**src/rtl/dca_matrix_lsu_arbiter_if.sv**
```systemverilog
// Requester-side and memory-side handshake bundle for the LSU arbiter.
// slave = arbiter view, master = requesters/memory environment view.
`ifndef BW_DCA_MATRIX_LSU_INST
`define BW_DCA_MATRIX_LSU_INST 32
`endif

interface dca_matrix_lsu_arbiter_if #(
  parameter int BW_LSU_INST = `BW_DCA_MATRIX_LSU_INST
);
  logic                   r0_valid, r1_valid, r2_valid;
  logic [BW_LSU_INST-1:0] r0_inst,  r1_inst,  r2_inst;
  logic                   r0_ready, r1_ready, r2_ready;
  logic                   r0_done,  r1_done,  r2_done;
  logic                   m_valid;
  logic [BW_LSU_INST-1:0] m_inst;
  logic [1:0]             m_src;
  logic                   m_ready;
  logic                   m_done;

  modport slave (
    input  r0_valid, r1_valid, r2_valid, r0_inst, r1_inst, r2_inst,
    output r0_ready, r1_ready, r2_ready, r0_done, r1_done, r2_done,
    output m_valid, m_inst, m_src,
    input  m_ready, m_done
  );

  modport master (
    output r0_valid, r1_valid, r2_valid, r0_inst, r1_inst, r2_inst,
    input  r0_ready, r1_ready, r2_ready, r0_done, r1_done, r2_done,
    input  m_valid, m_inst, m_src,
    output m_ready, m_done
  );
endinterface

```
**src/rtl/dca_matrix_lsu_arbiter.sv**
```systemverilog
// Three-way round-robin arbiter onto one registered LSU memory port, with an
// in-order source-tag FIFO that routes completion pulses back to requesters.
`ifndef BW_DCA_MATRIX_LSU_INST
`define BW_DCA_MATRIX_LSU_INST 32
`endif

module dca_matrix_lsu_arbiter #(
  parameter int BW_LSU_INST       = `BW_DCA_MATRIX_LSU_INST,
  parameter int OUTSTANDING_DEPTH = 4
) (
  input  logic                     clk,
  input  logic                     rstnn,
  input  logic                     clear,
  input  logic                     enable,
  dca_matrix_lsu_arbiter_if.slave  bus,
  output logic                     busy,
  output logic                     err_spurious_done
);
  localparam int PW = $clog2(OUTSTANDING_DEPTH);
  localparam int CW = PW + 1;

  logic                   m_valid_q, m_valid_d;
  logic [BW_LSU_INST-1:0] m_inst_q,  m_inst_d;
  logic [1:0]             m_src_q,   m_src_d;
  logic [1:0]             last_q,    last_d;
  logic [CW-1:0]          outst_q,   outst_d;
  logic [PW-1:0]          wr_q,      wr_d;
  logic [PW-1:0]          rd_q,      rd_d;
  logic                   err_q,     err_d;
  logic [1:0]             tag_q [OUTSTANDING_DEPTH];

  logic [2:0]             req_vld;
  logic [1:0]             idx;
  logic [1:0]             winner;
  logic                   win_vld;
  logic [BW_LSU_INST-1:0] win_inst;
  logic                   slot_free, grant, handshake, done_acc, spurious;
  logic [1:0]             head;
  logic [2:0]             ready_vec, done_vec;

  assign req_vld   = {bus.r2_valid, bus.r1_valid, bus.r0_valid};
  assign slot_free = enable & ~clear & (~m_valid_q | bus.m_ready) &
                     (outst_q < CW'(OUTSTANDING_DEPTH));
  assign handshake = enable & m_valid_q & bus.m_ready;
  assign done_acc  = enable & ~clear & bus.m_done & (outst_q != '0);
  assign spurious  = enable & bus.m_done & (outst_q == '0);
  assign head      = tag_q[rd_q];

  // Scan requesters starting just after the previous winner.
  always_comb begin
    idx     = '0;
    winner  = '0;
    win_vld = 1'b0;
    for (int unsigned i = 0; i < 3; i++) begin
      idx = 2'((32'(last_q) + 1 + i) % 3);
      if (!win_vld && req_vld[idx]) begin
        win_vld = 1'b1;
        winner  = idx;
      end
    end
  end

  always_comb begin
    case (winner)
      2'd0:    win_inst = bus.r0_inst;
      2'd1:    win_inst = bus.r1_inst;
      default: win_inst = bus.r2_inst;
    endcase
  end

  assign grant     = slot_free & win_vld;
  assign ready_vec = grant    ? (3'b001 << winner) : '0;
  assign done_vec  = done_acc ? (3'b001 << head)   : '0;

  assign {bus.r2_ready, bus.r1_ready, bus.r0_ready} = ready_vec;
  assign {bus.r2_done,  bus.r1_done,  bus.r0_done}  = done_vec;
  assign bus.m_valid        = m_valid_q;
  assign bus.m_inst         = m_inst_q;
  assign bus.m_src          = m_src_q;
  assign busy               = m_valid_q | (outst_q != '0);
  assign err_spurious_done  = err_q;

  always_comb begin
    m_valid_d = m_valid_q;
    m_inst_d  = m_inst_q;
    m_src_d   = m_src_q;
    last_d    = last_q;
    outst_d   = outst_q;
    wr_d      = wr_q;
    rd_d      = rd_q;
    err_d     = err_q;
    if (clear) begin
      m_valid_d = 1'b0;
      m_inst_d  = '0;
      m_src_d   = '0;
      last_d    = 2'd2;
      outst_d   = '0;
      wr_d      = '0;
      rd_d      = '0;
      err_d     = 1'b0;
    end else begin
      if (grant) begin
        m_valid_d = 1'b1;
        m_inst_d  = win_inst;
        m_src_d   = winner;
        last_d    = winner;
        wr_d      = wr_q + PW'(1);
      end else if (handshake) begin
        m_valid_d = 1'b0;
      end
      if (done_acc) rd_d = rd_q + PW'(1);
      case ({grant, done_acc})
        2'b10:   outst_d = outst_q + CW'(1);
        2'b01:   outst_d = outst_q - CW'(1);
        default: outst_d = outst_q;
      endcase
      if (spurious) err_d = 1'b1;
    end
  end

  always_ff @(posedge clk or negedge rstnn) begin
    if (!rstnn) begin
      m_valid_q <= 1'b0;
      m_inst_q  <= '0;
      m_src_q   <= '0;
      last_q    <= 2'd2;
      outst_q   <= '0;
      wr_q      <= '0;
      rd_q      <= '0;
      err_q     <= 1'b0;
      for (int unsigned i = 0; i < OUTSTANDING_DEPTH; i++) tag_q[i] <= '0;
    end else begin
      m_valid_q <= m_valid_d;
      m_inst_q  <= m_inst_d;
      m_src_q   <= m_src_d;
      last_q    <= last_d;
      outst_q   <= outst_d;
      wr_q      <= wr_d;
      rd_q      <= rd_d;
      err_q     <= err_d;
      if (grant) tag_q[wr_q] <= winner;
    end
  end
endmodule

```
**src/flat_wrapper.sv**
```systemverilog
// flat-port wrapper written by rule: the top's interface ports become plain ports
module dca_matrix_lsu_arbiter_flat 
#(
  parameter int BW_LSU_INST       = `BW_DCA_MATRIX_LSU_INST,
  parameter int OUTSTANDING_DEPTH = 4
)
  (clk, rstnn, clear, enable, busy, err_spurious_done, bus_r0_valid, bus_r1_valid, bus_r2_valid, bus_r0_inst, bus_r1_inst, bus_r2_inst, bus_r0_ready, bus_r1_ready, bus_r2_ready, bus_r0_done, bus_r1_done, bus_r2_done, bus_m_valid, bus_m_inst, bus_m_src, bus_m_ready, bus_m_done);
  dca_matrix_lsu_arbiter_if #(.BW_LSU_INST(BW_LSU_INST)) bus_i ();
  input  logic clk;
  input  logic rstnn;
  input  logic clear;
  input  logic enable;
  output logic busy;
  output logic err_spurious_done;
  input wire logic [$bits(bus_i.r0_valid)-1:0] bus_r0_valid;
  input wire logic [$bits(bus_i.r1_valid)-1:0] bus_r1_valid;
  input wire logic [$bits(bus_i.r2_valid)-1:0] bus_r2_valid;
  input wire logic [$bits(bus_i.r0_inst)-1:0] bus_r0_inst;
  input wire logic [$bits(bus_i.r1_inst)-1:0] bus_r1_inst;
  input wire logic [$bits(bus_i.r2_inst)-1:0] bus_r2_inst;
  output wire logic [$bits(bus_i.r0_ready)-1:0] bus_r0_ready;
  output wire logic [$bits(bus_i.r1_ready)-1:0] bus_r1_ready;
  output wire logic [$bits(bus_i.r2_ready)-1:0] bus_r2_ready;
  output wire logic [$bits(bus_i.r0_done)-1:0] bus_r0_done;
  output wire logic [$bits(bus_i.r1_done)-1:0] bus_r1_done;
  output wire logic [$bits(bus_i.r2_done)-1:0] bus_r2_done;
  output wire logic [$bits(bus_i.m_valid)-1:0] bus_m_valid;
  output wire logic [$bits(bus_i.m_inst)-1:0] bus_m_inst;
  output wire logic [$bits(bus_i.m_src)-1:0] bus_m_src;
  input wire logic [$bits(bus_i.m_ready)-1:0] bus_m_ready;
  input wire logic [$bits(bus_i.m_done)-1:0] bus_m_done;
  assign bus_i.r0_valid = bus_r0_valid;
  assign bus_i.r1_valid = bus_r1_valid;
  assign bus_i.r2_valid = bus_r2_valid;
  assign bus_i.r0_inst = bus_r0_inst;
  assign bus_i.r1_inst = bus_r1_inst;
  assign bus_i.r2_inst = bus_r2_inst;
  assign bus_r0_ready = bus_i.r0_ready;
  assign bus_r1_ready = bus_i.r1_ready;
  assign bus_r2_ready = bus_i.r2_ready;
  assign bus_r0_done = bus_i.r0_done;
  assign bus_r1_done = bus_i.r1_done;
  assign bus_r2_done = bus_i.r2_done;
  assign bus_m_valid = bus_i.m_valid;
  assign bus_m_inst = bus_i.m_inst;
  assign bus_m_src = bus_i.m_src;
  assign bus_i.m_ready = bus_m_ready;
  assign bus_i.m_done = bus_m_done;
  dca_matrix_lsu_arbiter #(.BW_LSU_INST(BW_LSU_INST), .OUTSTANDING_DEPTH(OUTSTANDING_DEPTH)) u_core (.clk(clk), .rstnn(rstnn), .clear(clear), .enable(enable), .bus(bus_i), .busy(busy), .err_spurious_done(err_spurious_done));
endmodule
```
**config.mk**
```make
export PLATFORM = sky130hd
export DESIGN_NAME = dca_matrix_lsu_arbiter_flat
export DESIGN_NICKNAME = d
export VERILOG_FILES = /design/src/rtl/dca_matrix_lsu_arbiter_if.sv /design/src/rtl/dca_matrix_lsu_arbiter.sv /design/src/flat_wrapper.sv
export SDC_FILE = /design/constraint.sdc
export NUM_CORES = 1
export LEC_CHECK = 0
export ABC_AREA = 1
export BUFFER_PORTS_ARGS = -buffer_cell sky130_fd_sc_hd__buf_4
export CAP_MARGIN = 25
export CORE_AREA = 10 10 94 96
export DETAILED_ROUTE_END_ITERATION = 8
export DIE_AREA = 0 0 104 106
export GPL_TIMING_DRIVEN = 0
export PLACE_DENSITY = 0.8
export RECOVER_POWER = 100
export SLEW_MARGIN = 10
export SYNTH_ARGS = -nofsm -noshare
export SYNTH_HDL_FRONTEND = slang
export SYNTH_SLANG_ARGS = --single-unit
```
**constraint.sdc**
```tcl
create_clock -name clk -period 3.1 [get_ports clk]
set_input_delay 0.775 -clock clk [delete_from_list [all_inputs] [get_ports clk]]
set_output_delay 0.775 -clock clk [all_outputs]
set_load 0.005 [all_outputs]
```
==> impl_metrics.env <==
export IMPL_netlist_area_um2=3260
export IMPL_yosysUniqueCellTypes=29
export IMPL_overflow=0
export IMPL_detailedPlace_worstSlack_ps=-113
export IMPL_holdWs_ps=484
export IMPL_clock_root_buffer="clkbuf_8"
export IMPL_wl_per_cell_um=16.2
export IMPL_slew_headroom_pct=13.8
export IMPL_peakVddDrop_mv=0.647
export IMPL_cts_buffers=5
export IMPL_fin_ws_ps=55.1
export IMPL_timing_setup_tns_ps=0
export IMPL_drt_pass1_iterations=5
export IMPL_seq_area_frac_synth_pct=40.0
export IMPL_grt_pass1_vias=3926
export IMPL_place_hpwl_mm=8.98
export IMPL_required_ps=2320
export IMPL_outcome="finished, final reports clean"
export IMPL_whs_path_depth=2
export IMPL_diodes=0
export IMPL_drc=0
export IMPL_grt_pass1_wl_mm=18.5
export IMPL_setup_viol_count_final=0
export IMPL_drt_met1_wl_mm=4.27
export IMPL_slew_violations=0
export IMPL_worst_path_max_fanout=7
export IMPL_power_leakage_nw=2.47
export IMPL_nNetsFinal=726
export IMPL_period_share_pct=98.2
export IMPL_port_buffers=147
export IMPL_grt_max_degree=53
export IMPL_fmax_ghz=0.328
export IMPL_drive_above_1_share_pct=32.0
export IMPL_ios=148
export IMPL_min_period_ps=3040
export IMPL_htree_levels=2
export IMPL_route_met2_wl_mm=5.74
export IMPL_initial_utilization_pct=46.1
export IMPL_worstMarginPinSlew_ps=1290
export IMPL_cts_tree="done"
export IMPL_place_area_um2=4480
export IMPL_maxCapViolCount=0
export IMPL_core_um2=7060
export IMPL_syn_to_final_growth_pct=43.3
export IMPL_crit_path_end_kind="output port"
export IMPL_drt_iter0_markers=184
export IMPL_power_density_nw_per_um2=964
export IMPL_rsz0062_at_grt="yes"
export IMPL_finalInstanceArea_um2=4670
export IMPL_placementRows=31
export IMPL_cp_arrival_ps=2270
export IMPL_start_kind="flip-flop"
export IMPL_vias_per_cell=5.31
export IMPL_grt_usage_pct=20.0
export IMPL_postCtsHoldBufs=0
export IMPL_yosysWarnings=0
export IMPL_top_layer="met4"
export IMPL_synth_avg_cell_area_um2=7.22
export IMPL_clk_pin_slew_ps=90
export IMPL_synth_cells=451
export IMPL_die_h_um=106
export IMPL_cts_num_sinks=52
export IMPL_hold_viol_final=0
export IMPL_met3WireLength_mm=1.17
export IMPL_synthesis_nets=565
export IMPL_dieArea_um2=11000
export IMPL_globalplace_congestion=0.849
export IMPL_antenna_found_initial=0
export IMPL_wl_mm=11.5
export IMPL_cts_max_path_buffers=2
export IMPL_ant_nets=0
export IMPL_vias=3778
export IMPL_die_w_um=104
export IMPL_synth_seq_cells=52
export IMPL_total_power_w=0.00450
export IMPL_hold_class="reg -> reg"
export IMPL_worstSkewPairLatency_ps=300
export IMPL_crit_type="reg -> out"
export IMPL_finalClockSkew_ps=5.70
export IMPL_worst_r2r_cell_count=12
[logic make-up after synthesis]
kind of cell             share of synthesized area (%)
AND/OR/NAND/NOR                                   44.0
adder cells (fa/ha/maj)                           3.69
AO/OA/AOI/OAI                                     4.23
XOR/XNOR                                         0.538
buffers and inverters                             7.53
flip-flops                                        40.0
[cells in the final DEF (no fill, tap or decap), drive strengths merged, types with 8 or more instances in the layout]
master,synthesis,routed
buf,27,142
clkbuf,0,45
dfrtp,51,51
ha,8,8
inv,23,23
nand2,152,152
nand3,142,142
nor2,13,13
o21ai,17,17
[critical path: stages (launching register included)]
cell	delay [ps]
dfstp_2	570
buf_12	110
ha_4	220
o21ai_2	210
nand2_4	120
nand3_4	110
nand2_4	70
nor2_8	150
nand2_4	70
buf_8	120
nor2_2	90
buf_4	120
[flip-flops by register name, indices dropped and copies added (netlist names)]
signal,cells
u_core.err_spurious_done,1
u_core.bus.m_valid,1
u_core.rd_q,2
u_core.last_q,2
u_core.wr_q,2
u_core.bus.m_src,1
u_core.bus.m_inst,32
u_core.outst_q,3
u_core.tag_q,8
[worst paths after layout]
path	slack, ps	end	from
setup / recovery	60	bus_r0_ready	u_core.last_q[1]
min in group asynchronous	730	u_core.rd_q[0]	rstnn
hold reg to reg	480	u_core.bus.m_inst[4]	u_core.bus.m_inst[4]
hold / removal	480	u_core.bus.m_inst[4]	u_core.bus.m_inst[4]
setup reg to reg	450	u_core.outst_q[2]	u_core.last_q[1]
max in group asynchronous	1580	u_core.bus.m_inst[15]	rstnn
[stage by stage]
stage / cells / util, %
5_1_grt: 712 / 66.1
6_report: 712 / 66.1
3_3_place_gp: 697 / 63.5
4_1_cts: 710 / 66.3
3_5_place_dp: 697 / 63.5
2_1_floorplan: 451 / -
[area by class of cell]
cell class	count	area, um2
Inverter	23	93.8
Clock buffer	6	72.6
Timing Repair Buffer	157	1110
Multi-Input combinational cell	349	1800
Tap cell	99	124
Buffer	24	149
Sequential cell	52	1300
Clock inverter	2	12.5
Fill cell	633	2390
[report_power, final]
part	internal, W	switching (W)	leakage (nW)	total (W)
registers	0.000979	0.000199	0.696	0.00118
clock network	0.000158	0.000223	0.0412	0.000381
logic	0.00121	0.00173	1.73	0.00294
total	0.00235	0.00215	2.47	0.00450
[timing repair]
action,CTS,global route
endpoints found under the setup margin,3,3
cloned,0,0
setup buffers,8,2
pin swaps,8,7
resized for setup,12,14
[metal layers]
layer  track usage (%)  up-vias
met5                 0        -
met1              20.8     1749
li1                  -     1821
met4              7.16        0
met3              8.94       30
met2              35.1      178
[cell usage after synthesis]
| cell | n | area [um2] |
|---|---|---|
| a21oi_1 | 4 | 20.0 |
| a22oi_1 | 1 | 7.51 |
| a32o_1 | 1 | 10.0 |
| a32oi_1 | 1 | 8.76 |
| buf_1 | 2 | 7.51 |
| buf_2 | 16 | 80.1 |
| buf_4 | 8 | 60.1 |
| buf_6 | 1 | 11.3 |
| dfrtp_1 | 51 | 1280 |
| dfstp_2 | 1 | 26.3 |
| fa_1 | 1 | 20.0 |
| ha_1 | 8 | 100 |
| inv_1 | 17 | 63.8 |
| inv_2 | 6 | 22.5 |
| nand2_1 | 149 | 559 |
| nand2_2 | 3 | 18.8 |
| nand3_1 | 139 | 696 |
| nand3_2 | 2 | 20.0 |
| nand3_4 | 1 | 17.5 |
| nand4_1 | 2 | 12.5 |
| nor2_1 | 8 | 30.0 |
| nor2_2 | 1 | 6.26 |
| nor2_4 | 3 | 33.8 |
| nor2_8 | 1 | 20.0 |
| nor3_1 | 4 | 20.0 |
| o21ai_0 | 12 | 60.1 |
| o21ai_1 | 5 | 25.0 |
| o22ai_1 | 1 | 6.26 |
| xor2_1 | 2 | 17.5 |
Power figures use the tool's default switching activity.
